===== config.mk =====
export PLATFORM = sky130hd
export DESIGN_NAME = prog_run_sequencer_flat
export DESIGN_NICKNAME = d
export VERILOG_FILES = /design/src/rtl/prog_run_pkg.sv /design/src/rtl/prog_run_sequencer_if.sv /design/src/rtl/prog_run_fifo.sv /design/src/rtl/prog_run_sequencer.sv /design/src/flat_wrapper.sv
export SDC_FILE = /design/constraint.sdc
export NUM_CORES = 1
export LEC_CHECK = 0
export ABC_CLOCK_PERIOD_IN_PS = 2700
export CAP_MARGIN = 20
export CELL_PAD_IN_SITES_DETAIL_PLACEMENT = 0
export CELL_PAD_IN_SITES_GLOBAL_PLACEMENT = 2
export CORE_ASPECT_RATIO = 0.8
export CORE_MARGIN = 8
export CORE_UTILIZATION = 38
export CTS_CLUSTER_SIZE = 25
export DETAILED_ROUTE_END_ITERATION = 8
export PLACE_DENSITY = 0.86
export SYNTH_ARGS = -nofsm -noshare
export SYNTH_HDL_FRONTEND = slang
export SYNTH_HIERARCHICAL = 1
export SYNTH_SLANG_ARGS = --single-unit

===== constraint.sdc =====
create_clock -name clock_i -period 2.7 [get_ports clock_i]
set_input_delay 0.54 -clock clock_i [delete_from_list [all_inputs] [get_ports clock_i]]
set_output_delay 0.54 -clock clock_i [all_outputs]
set_load 0.05 [all_outputs]

===== src/rtl/prog_run_pkg.sv =====
// Shared definitions for the program-run sequencer: FSM state encoding and
// default widths used by the interface and the top level.
package prog_run_pkg;

    localparam int ADDR_W_DEF = 8;
    localparam int CYC_W_DEF  = 16;
    localparam int DEPTH_DEF  = 4;

    typedef enum logic [2:0] {
        S_IDLE     = 3'd0,
        S_LAUNCH   = 3'd1,
        S_WAIT_LOW = 3'd2,
        S_RUN      = 3'd3,
        S_REPORT   = 3'd4
    } state_t;

endpackage


===== src/rtl/prog_run_sequencer_if.sv =====
// Host/core-facing signal bundle of the program-run sequencer.
// The slave modport is the sequencer's view; the master modport is the view
// of whatever drives it (host pushes, core done, result consumer).
interface prog_run_sequencer_if
    import prog_run_pkg::*;
#(
    parameter int ADDR_W = ADDR_W_DEF,
    parameter int CYC_W  = CYC_W_DEF
);
    logic              push_i;
    logic [ADDR_W-1:0] push_addr_i;
    logic              full_o;
    logic              empty_o;
    logic              start_o;
    logic [ADDR_W-1:0] start_addr_o;
    logic              done_i;
    logic              busy_o;
    logic              res_valid_o;
    logic              res_ready_i;
    logic [ADDR_W-1:0] res_addr_o;
    logic [CYC_W-1:0]  res_cycles_o;
    logic              res_timeout_o;

    modport slave (
        input  push_i, push_addr_i, done_i, res_ready_i,
        output full_o, empty_o, start_o, start_addr_o, busy_o,
               res_valid_o, res_addr_o, res_cycles_o, res_timeout_o
    );

    modport master (
        output push_i, push_addr_i, done_i, res_ready_i,
        input  full_o, empty_o, start_o, start_addr_o, busy_o,
               res_valid_o, res_addr_o, res_cycles_o, res_timeout_o
    );

endinterface


===== src/rtl/prog_run_fifo.sv =====
// Small synchronous FIFO holding queued program start addresses.
// Push while full is dropped unless a pop happens in the same cycle.
// Storage is not reset; only pointers and occupancy are.
module prog_run_fifo #(
    parameter int W     = 8,
    parameter int DEPTH = 4
) (
    input  logic         clk,
    input  logic         rst,
    input  logic         push,
    input  logic [W-1:0] din,
    input  logic         pop,
    output logic [W-1:0] dout,
    output logic         full,
    output logic         empty
);
    localparam int AW = $clog2(DEPTH);

    logic [W-1:0]  mem [DEPTH];
    logic [AW-1:0] wr_ptr;
    logic [AW-1:0] rd_ptr;
    logic [AW:0]   count;
    logic          do_push;
    logic          do_pop;

    assign empty   = (count == '0);
    assign full    = (count == (AW+1)'(DEPTH));
    assign do_pop  = pop && !empty;
    assign do_push = push && (!full || do_pop);
    assign dout    = mem[rd_ptr];

    // Write accepted entries into storage.
    always_ff @(posedge clk) begin
        if (do_push) begin
            mem[wr_ptr] <= din;
        end
    end

    // Advance pointers (DEPTH is a power of two, so they wrap naturally) and track occupancy.
    always_ff @(posedge clk or posedge rst) begin
        if (rst) begin
            wr_ptr <= '0;
            rd_ptr <= '0;
            count  <= '0;
        end else begin
            if (do_push) begin
                wr_ptr <= wr_ptr + 1'b1;
            end
            if (do_pop) begin
                rd_ptr <= rd_ptr + 1'b1;
            end
            case ({do_push, do_pop})
                2'b10:   count <= count + 1'b1;
                2'b01:   count <= count - 1'b1;
                default: count <= count;
            endcase
        end
    end

endmodule


===== src/rtl/prog_run_sequencer.sv =====
// Program-run sequencer: pops queued start addresses, pulses the core's start,
// waits for the core's done handshake and reports address and run length.
// Optional watchdog: define PROG_RUN_SEQ_TIMEOUT_EN to enable the TIMEOUT
// parameter and the res_timeout_o flag; otherwise res_timeout_o is tied 0.
module prog_run_sequencer
    import prog_run_pkg::*;
#(
    parameter int ADDR_W = ADDR_W_DEF,
    parameter int DEPTH  = DEPTH_DEF,
    parameter int CYC_W  = CYC_W_DEF
`ifdef PROG_RUN_SEQ_TIMEOUT_EN
    ,
    parameter int TIMEOUT = 4096
`endif
) (
    input logic                  clock_i,
    input logic                  reset_i,
    prog_run_sequencer_if.slave  bus
);
`ifdef PROG_RUN_SEQ_TIMEOUT_EN
    localparam logic [CYC_W-1:0] TMO_CNT = CYC_W'(TIMEOUT);
`endif

    state_t            state;
    logic [ADDR_W-1:0] addr_q;
    logic [CYC_W-1:0]  cnt;
    logic              start_q;
    logic              busy_q;
    logic              res_valid_q;
    logic [ADDR_W-1:0] res_addr_q;
    logic [CYC_W-1:0]  res_cycles_q;
`ifdef PROG_RUN_SEQ_TIMEOUT_EN
    logic              res_timeout_q;
`endif

    logic              pop;
    logic [ADDR_W-1:0] head;
    logic              fifo_full;
    logic              fifo_empty;

    // Run-length counter increment that sticks at all-ones instead of wrapping.
    function automatic logic [CYC_W-1:0] sat_inc(input logic [CYC_W-1:0] v);
        return (&v) ? v : v + 1'b1;
    endfunction

    assign pop = (state == S_IDLE) && !fifo_empty;

    prog_run_fifo #(
        .W     (ADDR_W),
        .DEPTH (DEPTH)
    ) u_fifo (
        .clk   (clock_i),
        .rst   (reset_i),
        .push  (bus.push_i),
        .din   (bus.push_addr_i),
        .pop   (pop),
        .dout  (head),
        .full  (fifo_full),
        .empty (fifo_empty)
    );

    assign bus.full_o       = fifo_full;
    assign bus.empty_o      = fifo_empty;
    assign bus.start_o      = start_q;
    assign bus.start_addr_o = addr_q;
    assign bus.busy_o       = busy_q;
    assign bus.res_valid_o  = res_valid_q;
    assign bus.res_addr_o   = res_addr_q;
    assign bus.res_cycles_o = res_cycles_q;
`ifdef PROG_RUN_SEQ_TIMEOUT_EN
    assign bus.res_timeout_o = res_timeout_q;
`else
    assign bus.res_timeout_o = 1'b0;
`endif

    // Run sequencing FSM with cycle counter; every output is registered on its transition.
    always_ff @(posedge clock_i or posedge reset_i) begin
        if (reset_i) begin
            state         <= S_IDLE;
            addr_q        <= '0;
            cnt           <= '0;
            start_q       <= 1'b0;
            busy_q        <= 1'b0;
            res_valid_q   <= 1'b0;
            res_addr_q    <= '0;
            res_cycles_q  <= '0;
`ifdef PROG_RUN_SEQ_TIMEOUT_EN
            res_timeout_q <= 1'b0;
`endif
        end else begin
            start_q <= 1'b0;
            case (state)
                S_IDLE: begin
                    if (!fifo_empty) begin
                        addr_q  <= head;
                        start_q <= 1'b1;
                        busy_q  <= 1'b1;
                        state   <= S_LAUNCH;
                    end
                end
                S_LAUNCH: begin
                    // The launch cycle itself counts as cycle 1 of the run.
                    cnt   <= CYC_W'(1);
                    state <= S_WAIT_LOW;
                end
                S_WAIT_LOW: begin
`ifdef PROG_RUN_SEQ_TIMEOUT_EN
                    if (cnt == TMO_CNT) begin
                        res_addr_q    <= addr_q;
                        res_cycles_q  <= TMO_CNT;
                        res_timeout_q <= 1'b1;
                        res_valid_q   <= 1'b1;
                        busy_q        <= 1'b0;
                        state         <= S_REPORT;
                    end else
`endif
                    begin
                        // Keep counting across the transition so cnt always equals cycles since launch.
                        cnt <= sat_inc(cnt);
                        if (!bus.done_i) begin
                            state <= S_RUN;
                        end
                    end
                end
                S_RUN: begin
`ifdef PROG_RUN_SEQ_TIMEOUT_EN
                    if (cnt == TMO_CNT) begin
                        res_addr_q    <= addr_q;
                        res_cycles_q  <= TMO_CNT;
                        res_timeout_q <= 1'b1;
                        res_valid_q   <= 1'b1;
                        busy_q        <= 1'b0;
                        state         <= S_REPORT;
                    end else
`endif
                    if (bus.done_i) begin
                        res_addr_q   <= addr_q;
                        res_cycles_q <= cnt;
`ifdef PROG_RUN_SEQ_TIMEOUT_EN
                        res_timeout_q <= 1'b0;
`endif
                        res_valid_q  <= 1'b1;
                        busy_q       <= 1'b0;
                        state        <= S_REPORT;
                    end else begin
                        cnt <= sat_inc(cnt);
                    end
                end
                S_REPORT: begin
                    if (bus.res_ready_i) begin
                        res_valid_q <= 1'b0;
                        state       <= S_IDLE;
                    end
                end
                default: begin
                    state <= S_IDLE;
                end
            endcase
        end
    end

endmodule

===== src/flat_wrapper.sv =====
// flat-port wrapper written by rule: the top's interface ports become plain ports
module prog_run_sequencer_flat import prog_run_pkg::*;
#(
    parameter int ADDR_W = ADDR_W_DEF,
    parameter int DEPTH  = DEPTH_DEF,
    parameter int CYC_W  = CYC_W_DEF

)
  (clock_i, reset_i, bus_push_i, bus_push_addr_i, bus_done_i, bus_res_ready_i, bus_full_o, bus_empty_o, bus_start_o, bus_start_addr_o, bus_busy_o, bus_res_valid_o, bus_res_addr_o, bus_res_cycles_o, bus_res_timeout_o);
  prog_run_sequencer_if #(.ADDR_W(ADDR_W), .CYC_W(CYC_W)) bus_i ();
  input logic clock_i;
  input logic reset_i;
  input wire logic [$bits(bus_i.push_i)-1:0] bus_push_i;
  input wire logic [$bits(bus_i.push_addr_i)-1:0] bus_push_addr_i;
  input wire logic [$bits(bus_i.done_i)-1:0] bus_done_i;
  input wire logic [$bits(bus_i.res_ready_i)-1:0] bus_res_ready_i;
  output wire logic [$bits(bus_i.full_o)-1:0] bus_full_o;
  output wire logic [$bits(bus_i.empty_o)-1:0] bus_empty_o;
  output wire logic [$bits(bus_i.start_o)-1:0] bus_start_o;
  output wire logic [$bits(bus_i.start_addr_o)-1:0] bus_start_addr_o;
  output wire logic [$bits(bus_i.busy_o)-1:0] bus_busy_o;
  output wire logic [$bits(bus_i.res_valid_o)-1:0] bus_res_valid_o;
  output wire logic [$bits(bus_i.res_addr_o)-1:0] bus_res_addr_o;
  output wire logic [$bits(bus_i.res_cycles_o)-1:0] bus_res_cycles_o;
  output wire logic [$bits(bus_i.res_timeout_o)-1:0] bus_res_timeout_o;
  assign bus_i.push_i = bus_push_i;
  assign bus_i.push_addr_i = bus_push_addr_i;
  assign bus_i.done_i = bus_done_i;
  assign bus_i.res_ready_i = bus_res_ready_i;
  assign bus_full_o = bus_i.full_o;
  assign bus_empty_o = bus_i.empty_o;
  assign bus_start_o = bus_i.start_o;
  assign bus_start_addr_o = bus_i.start_addr_o;
  assign bus_busy_o = bus_i.busy_o;
  assign bus_res_valid_o = bus_i.res_valid_o;
  assign bus_res_addr_o = bus_i.res_addr_o;
  assign bus_res_cycles_o = bus_i.res_cycles_o;
  assign bus_res_timeout_o = bus_i.res_timeout_o;
  prog_run_sequencer #(.ADDR_W(ADDR_W), .DEPTH(DEPTH), .CYC_W(CYC_W)) u_core (.clock_i(clock_i), .reset_i(reset_i), .bus(bus_i));
endmodule

==> results of run 1 <==
path summary, 6_finish.rpt:
kind | from | end | slack, ns | cells past startpoint
hold reg to reg | u_core/bus.res_cycles_o[1]$_DFFE_PP0P_ | u_core/bus.res_cycles_o[1]$_DFFE_PP0P_ | 0.49 | 2
hold / removal | reset_i | u_core/bus.start_addr_o[6]$_DFFE_PP0P_ | 0.42 | 2
setup / recovery | u_core/u_fifo/count[0]$_DFFE_PP0P_ | bus_empty_o | 0.22 | 2
max in group asynchronous | reset_i | u_core/state[2]$_DFFE_PP0P_ | 1.81 | 3
min in group clock_i | u_core/bus.res_cycles_o[1]$_DFFE_PP0P_ | u_core/bus.res_cycles_o[1]$_DFFE_PP0P_ | 0.49 | 2
setup reg to reg | u_core/state[2]$_DFFE_PP0P_ | u_core/u_fifo/count[2]$_DFFE_PP0P_ | 0.43 | 8
layer usage:
| layer | vias to the layer above | track usage, % |
|---|---|---|
| met3 | 7 | 3.591 |
| met2 | 57 | 18.71 |
| met1 | 1214 | 16.53 |
| met4 | 0 | 3.761 |
| li1 | 1173 | - |
| met5 | - | 0 |
cell families after synthesis:
logic type / synth area share [%]
xor+xnor: 1.307
simple gates: 11.30
mux: 13.94
other cells: 0.09328
flops: 61.87
compound gates: 6.443
buf+inv: 2.676
fa+ha+maj: 2.365
sequential cells by signal, indices dropped and copies added (netlist names):
signal and flops:
u_core/u_fifo/wr_ptr 2, u_core/cnt 16, u_core/bus.start_addr_o 8, u_core/u_fifo/count 3, u_core/u_fifo/mem 32, u_core/bus.res_valid_o 1, u_core/bus.res_addr_o 8, u_core/bus.start_o 1
u_core/bus.busy_o 1, u_core/state 3, u_core/u_fifo/rd_ptr 2, u_core/bus.res_cycles_o 16
critical path, stage by stage, from the launching register on:
cell and delay, ns:
dfrtp_1 0.45, nor3_4 0.30, clkdlybuf4s50_1 0.86
per-stage QoR:
step | std cells | instance area (µm²) | hold WS [ns]
detailed placement | 473 | 4708 | 0.4723
finish | 489 | 5007 | 0.4177
global placement | 473 | 4708 | 0.4715
floorplan | 288 | 4031 | 0.3434
global route | 489 | 5007 | 0.4348
CTS | 489 | 5007 | 0.4111
synthesized netlist by cell type (all sizes together) (7+ instances only):
library cell / number
edfxtp: 32
a31oi: 8
nor4: 7
nand3: 10
o21ai: 8
nor3: 7
dfrtp: 61
mux2: 29
nand2: 23
inv: 15
mux4: 8
nor2: 8
final cells by class:
class                           instances  area (µm²)  share of cell area, %
Sequential cell                        93        2487                  49.68
Multi-Input combinational cell        169        1436                  28.69
Timing Repair Buffer                   56       553.0                  11.04
Clock buffer                           10       229.0                  4.573
Tap cell                              140       175.2                  3.498
Clock inverter                          6       70.07                  1.399
Inverter                               15       56.30                  1.124
layout by cell type, fill, tap and decap left out, types with 3 or more instances in the layout:
master            n
dfrtp_1          61
clkdlybuf4s50_1  48
edfxtp_1         32
mux2_2           24
nand2_1          23
inv_1            14
clkbuf_16         9
nand3_1           9
nor2_1            8
a31oi_1           8
mux4_2            8
buf_4             7
nor3_1            6
o211ai_1          6
o21ai_0           6
ha_1              6
nand4_1           5
mux2i_1           5
mux2_1            4
a21oi_1           4
nor4_1            4
and2_2            4
clkinvlp_4        3
xor2_1            3
xnor2_1           3
where the power goes:
part           internal (mW)  total [mW]  switching [mW]
Sequential              1.89        2.27           0.377
Combinational           1.02        2.52            1.49
Clock                  0.724        1.26           0.536
Total                   3.64        6.04            2.41
==> results.ini, run 1 <==
[synth]
yosys.area.top_type=dfrtp_1
syn_area_per_cell_um2=13.96
ys_types=51
ys.flop_type=dfrtp_1
ys_ff_latch=93
synthCells=288
yosys-top-cells-area=dfrtp_1, edfxtp_1, mux2_2, mux4_2, nand2_1
synthesis.nets=308
async_flop_share_pct=65.59
synth_top_area_share_pct=37.97
synth_edf_count=32
ys_seq_area_share_pct=61.87
yosysWarnings=6
syn-cell-area_um2=4020

[critical_path]
start_kind=flop
path_max_fanout=5
arrival_ns=1.94
required_ns=2.16
cp-end-kind=output port
criticalPathCategory=flop to output port

[run_status]
outcome=finished clean

[global_route]
grt_pass1_wl_um=13400
grt_start_max_net_pins=53
antenna_found_initial=0
grt_pass1_vias=2536
track_usage_pct=12.25
grt_overflow=0

[clock_tree]
post_cts_resized=0
htreeDepth=3
postCtsSetupBuffers=0
clock_sinks=93
cts_tree=done
path_clk_slew_ns=0.06
clock_latency_ns=0.34
ctsHoldBuffers=0
root_buffer=clkbuf_16
clk_path_buf_depth=2
cts_buffers=9

[detailed_routing]
highest_layer=met4
met3WireLength_um=467
route.met2.wl_um=3582
antenna_left=0
drcViolationCount=0
met1Wirelength_um=3826
dr.pass1.iters=4
routed-via-count=2451
wire_per_inst_um=16.28
wirelength_um=7959
drt_iter0_drc=191
vias_per_cell=5.012

[sta]
fin_skew_ns=0.006230
slew_headroom_pct=58.95
rsz0062_at_grt=false
tns_ns=0
finalSetupViolations=0
finalHoldViolCount=0
fin_crit_sh_pct=92.03
fmax_mhz=402.4
slew_viol_final=0
worstMarginPinSlew_ns=0.6158
timing.final.ws_setup_ns=0.2151
fin_crit_ns=2.485

[pwr]
powerDensity_nw_per_um2=1207
leakagePower_nw=1.996
p_total_mw=6.041
irDropWorstVdd_mv=0.7152

[final_layout]
diodes=0
fillers=887
fin_util_pct=48.70
drive_gt1_share_pct=20.92
area_delta_synth_final_pct=24.56
fin_nets=364

[floorplan]
core_um2=10280
row_count=33
die_height_um=108.0
io_pins=51
start_util_pct=39.10
dieArea_um2=14150
die-width_um=131.0

[job]
cap_violations=0

[min_path]
hp-class=input port to async pin

[placement]
dp_hpwl_um=5468
io_buffers=49
gp_congestion=0.7893
dp_slack_ns=0.4016

(Power assumes the default switching activity.)
==> inputs of run 2 (changes only) <==
==> constraint.sdc (replaced) <==
create_clock -name clock_i -period 2.7 [get_ports clock_i]
set_input_delay 0.27 -clock clock_i [delete_from_list [all_inputs] [get_ports clock_i]]
set_output_delay 0.27 -clock clock_i [all_outputs]
set_load 0.05 [all_outputs]
==> run 2 against run 1 <==
Effect of this change:
- register-to-register slack barely moved
- via count barely moved
- hold slack got worse by 0.20 ns
- global-route usage fell by 0.051 points
- clock power decreased by 4%
- critical path depth grew 1
- final cell count stayed put
- maximum frequency up 4.6%
- critical path type unchanged
- largest cell class unchanged
- setup slack better by 0.11 ns
- largest power group unchanged
- sequential power barely moved
==> results.ini, run 2 (synthesis gave the netlist of run 1 again) <==
[clock_tree]
clock_latency_ns=0.34
path_clk_slew_ns=0.07
post_cts_resized=0
htreeDepth=3
clock_sinks=93
root_buffer=clkbuf_16
cts_tree=done
postCtsSetupBuffers=0
cts_buffers=9
clk_path_buf_depth=2
ctsHoldBuffers=0

[final_layout]
fin_nets=364
mostFrequentLayoutCells=dfrtp_1, clkdlybuf4s50_1, edfxtp_1, mux2_2, nand2_1
largest_reg_flops=32
area_delta_synth_final_pct=24.34
diodes=0
regMostFlops=u_core/u_fifo/mem
final_common_cell=dfrtp_1
drive_gt1_share_pct=20.92

[pwr]
irDropWorstVdd_mv=0.6760
p_total_mw=5.985
powerDensity_nw_per_um2=1197
leakagePower_nw=1.997

[critical_path]
critical_path_buf_inv_count=2
slowest_stage=clkdlybuf4s50_1
cp_slowest_stage_delay_ns=0.80
criticalPathCategory=flop to output port
path_cells=or3b_1, inv_1, clkdlybuf4s50_1
arrival_ns=2.11
cp-end-kind=output port
required_ns=2.43
start_kind=flop
cp_top_family=buffers and inverters
path_max_fanout=5

[placement]
gp_congestion=0.7838
dp_hpwl_um=5687
io_buffers=49
dp_slack_ns=0.4663

[job]
cap_violations=0

[detailed_routing]
routed-via-count=2453
antenna_left=0
drt_iter0_drc=145
vias_per_cell=5.016
wire_per_inst_um=16.36
drcViolationCount=0
dr.pass1.iters=4
wirelength_um=8000

[floorplan]
core_um2=10280
dieArea_um2=14150
start_util_pct=39.10
io_pins=51
row_count=33
die_height_um=108.0
die-width_um=131.0

[sta]
fin_crit_sh_pct=87.99
rsz0062_at_grt=false
fmax_mhz=420.9
finalSetupViolations=0
slew_viol_final=0
finalHoldViolCount=0
fin_crit_ns=2.376
fin_skew_ns=0.006508
worstMarginPinSlew_ns=0.6340
tns_ns=0
slew_headroom_pct=57.73
timing.final.ws_setup_ns=0.3243

[global_route]
track_usage_pct=12.20
grt_start_max_net_pins=34
grt_overflow=0
grt_pass1_vias=2477
antenna_found_initial=0
grt_pass1_wl_um=13140

[run_status]
outcome=finished clean

[min_path]
hp-class=input port to async pin

[run 2: path summary, 6_finish.rpt]
path	startpoint	to	slack (ns)	cells after the start
worst max-delay path	u_core/u_fifo/count[0]$_DFFE_PP0P_	bus_full_o	0.32	3
worst min-delay path	reset_i	u_core/u_fifo/count[2]$_DFFE_PP0P_	0.22	2
worst max register to register	u_core/u_fifo/count[0]$_DFFE_PP0P_	u_core/u_fifo/count[2]$_DFFE_PP0P_	0.42	9
worst min register to register	u_core/bus.res_cycles_o[0]$_DFFE_PP0P_	u_core/bus.res_cycles_o[0]$_DFFE_PP0P_	0.49	1
max in group asynchronous	reset_i	u_core/bus.res_cycles_o[15]$_DFFE_PP0P_	1.83	3
min in group clock_i	u_core/bus.res_cycles_o[0]$_DFFE_PP0P_	u_core/bus.res_cycles_o[0]$_DFFE_PP0P_	0.49	1
[run 2: layout make-up]
| class | instances | area, µm² |
|---|---|---|
| clock buffer | 9 | 225.2 |
| clock inverter | 7 | 62.56 |
| fill | 892 | 5283 |
| inverter | 15 | 56.30 |
| multi-input combinational | 169 | 1436 |
| sequential | 93 | 2487 |
| tap | 140 | 175.2 |
| timing repair buffer | 56 | 555.5 |
[run 2: report_power, final]
group / total, mW / switching (mW) / internal, mW
Clock: 1.21 / 0.563 / 0.645
Combinational: 2.51 / 1.49 / 1.02
Sequential: 2.27 / 0.379 / 1.89
Total: 5.99 / 2.43 / 3.56
[run 2: metal layers]
metal	share of wire, %	GRT usage (%)	up-vias
met5	0	0	-
met4	0.98	3.679	0
met3	5.5	4.181	6
met2	47	18.85	56
met1	47	15.91	1216
li1	-	-	1175
[run 2: through the flow]
stage | hold WS [ns] | cell area (µm²) | util [%] | std cells
finish | 0.2156 | 4999 | 48.62 | 489
global route | 0.2391 | 4999 | 48.62 | 489
CTS | 0.2236 | 4999 | 48.62 | 489
detailed placement | 0.4794 | 4711 | 45.82 | 473
global placement | 0.4622 | 4711 | 45.82 | 473
floorplan | 0.07340 | 4031 | - | 288
==> inputs of run 3 (changes only) <==
- CORE_MARGIN: 8 -> not set
- PLACE_DENSITY: 0.86 -> not set
- PLACE_DENSITY_LB_ADDON: not set -> 0.1
==> run 3 against run 2 <==
Effect of this change:
- sequential share of layout area is 0.14 points lower
- clock skew is 0.0023 ns higher
- clock power is 7% higher
- die area is 22% lower
- via count is 0.57% lower
- first-iteration DRC count is 27% lower
- largest cell class unchanged
- final cell count is 0.20% lower
- setup slack worse by 0.020 ns
- non-clock buffer count is 1 lower
- register-to-register slack hardly changed
- flip-flop and latch count stayed put
- global-route usage is 4.4 points higher
==> results.ini, run 3 (synthesis gave the netlist of run 1 again) <==
[floorplan]
dieArea_um2=11000
core_um2=10280
die_height_um=94.00
row_count=33
io_pins=51
start_util_pct=39.10
die-width_um=117.0

[detailed_routing]
wire_per_inst_um=16.60
wirelength_um=8102
antenna_left=0
vias_per_cell=4.998
dr.pass1.iters=4
drcViolationCount=0
drt_iter0_drc=106
routed-via-count=2439

[critical_path]
cp_slowest_stage_delay_ns=0.80
criticalPathCategory=flop to output port
required_ns=2.43
reg2regPathDepth=9
arrival_ns=2.13
path_cells=or3b_1, inv_1, clkdlybuf4s50_1
cp-end-kind=output port
r2r_end=u_core/u_fifo/count[2]$_DFFE_PP0P_
r2r_slack_ns=0.43
path_max_fanout=5
start_kind=flop
rr_startpoint=u_core/u_fifo/count[0]$_DFFE_PP0P_
crit_start=u_core/u_fifo/count[0]$_DFFE_PP0P_
cp-endpoint=bus_full_o
slowest_stage=clkdlybuf4s50_1

[pwr]
powerDensity_nw_per_um2=1214
leakagePower_nw=2.009
p_total_mw=6.085
irDropWorstVdd_mv=0.6679

[sta]
worstMarginPinSlew_ns=0.7201
fin_crit_sh_pct=88.72
finalSetupViolations=0
slew_headroom_pct=51.99
fin_skew_ns=0.008801
rsz0062_at_grt=false
slew_viol_final=0
finalHoldViolCount=0
tns_ns=0
fin_crit_ns=2.395
fmax_mhz=417.5

[clock_tree]
clk_path_buf_depth=2
path_clk_slew_ns=0.06
postCtsSetupBuffers=0
htreeDepth=3
cts_tree=done
post_cts_resized=0
ctsHoldBuffers=0
clock_latency_ns=0.34
clock_sinks=93
cts_buffers=9
root_buffer=clkbuf_16

[final_layout]
fin_nets=363
area_delta_synth_final_pct=24.68
stdcell_count=488
fillers=871
regMostFlops=u_core/u_fifo/mem
diodes=0
fin_util_pct=48.75
fin_area_um2=5012
mostFrequentLayoutCells=dfrtp_1, clkdlybuf4s50_1, edfxtp_1, mux2_2, nand2_1
final_common_cell=dfrtp_1
drive_gt1_share_pct=20.69
largest_reg_flops=32

[run_status]
outcome=finished clean

[placement]
dp_hpwl_um=5436
place_area_um2=4703
gp_congestion=0.7319
io_buffers=49
placed_cells=472

[job]
cap_violations=0

[global_route]
antenna_found_initial=0
grt_start_max_net_pins=55
grt_pass1_wl_um=13300
grt_overflow=0
grt_pass1_vias=2449
track_usage_pct=16.58

[min_path]
hp-class=input port to async pin

## run 3: changes by cell type in the layout (fill, tap and decap cells not counted)
cell / previous run / this run
clkinv_4: 1 / 2
buf_4: 6 / 5
clkinv_2: 0 / 1
clkbuf_8: 0 / 1
clkinvlp_4: 1 / 0
inv_6: 4 / 2
bufinv_16: 0 / 1
inv_8: 1 / 0
## run 3: routing by layer
layer | global-route usage [%] | vias to the layer above | share of wire, % | wire [µm]
li1 | - | 1175 | - | -
met1 | 25.52 | 1200 | 54 | 4380
met3 | 5.032 | 7 | 4.0 | 321
met2 | 21.94 | 57 | 41 | 3313
met5 | 0 | - | 0 | 0
met4 | 5.063 | 0 | 1.1 | 87
## run 3: through the flow
step                      hold slack, ns  setup slack, ns
final                             0.2246           0.3046
after floorplan                  0.07340           0.1860
after global routing              0.2469           0.2635
after global placement            0.4642           0.4827
after CTS                         0.2144           0.3013
after detailed placement          0.4705           0.4507
## run 3: cell type report
type / instances / area, µm² / area share (%)
multi-input cells: 169 / 1436 / 28.66
inverters: 15 / 56.30 / 1.123
well taps: 140 / 175.2 / 3.495
clock inverters: 6 / 70.07 / 1.398
clock buffers: 10 / 239.0 / 4.768
flip-flops and latches: 93 / 2487 / 49.63
repair buffers: 55 / 548.0 / 10.93
## run 3: worst min-delay path by stage
stage / start / to / slack (ns)
detailed placement: u_core/bus.busy_o$_DFFE_PP0P_ / u_core/bus.busy_o$_DFFE_PP0P_ / 0.47
global placement: u_core/bus.busy_o$_DFFE_PP0P_ / u_core/bus.busy_o$_DFFE_PP0P_ / 0.46
CTS: reset_i / u_core/u_fifo/wr_ptr[0]$_DFFE_PP0P_ / 0.21
global route: reset_i / u_core/u_fifo/count[0]$_DFFE_PP0P_ / 0.25
floorplan: reset_i / u_core/u_fifo/count[0]$_DFFE_PP0P_ / 0.07
finish: reset_i / u_core/u_fifo/wr_ptr[0]$_DFFE_PP0P_ / 0.22
## run 3: where the power goes
group          switching (mW)  internal (mW)
sequential              0.382           1.89
clock                   0.544          0.751
combinational            1.49           1.02
## run 3: critical path, delay by kind of cell, from the launching register on
kind | cells | cell delay [ns]
buf+inv | 2 | 0.89
simple gates | 1 | 0.44
flops | 1 | 0.46
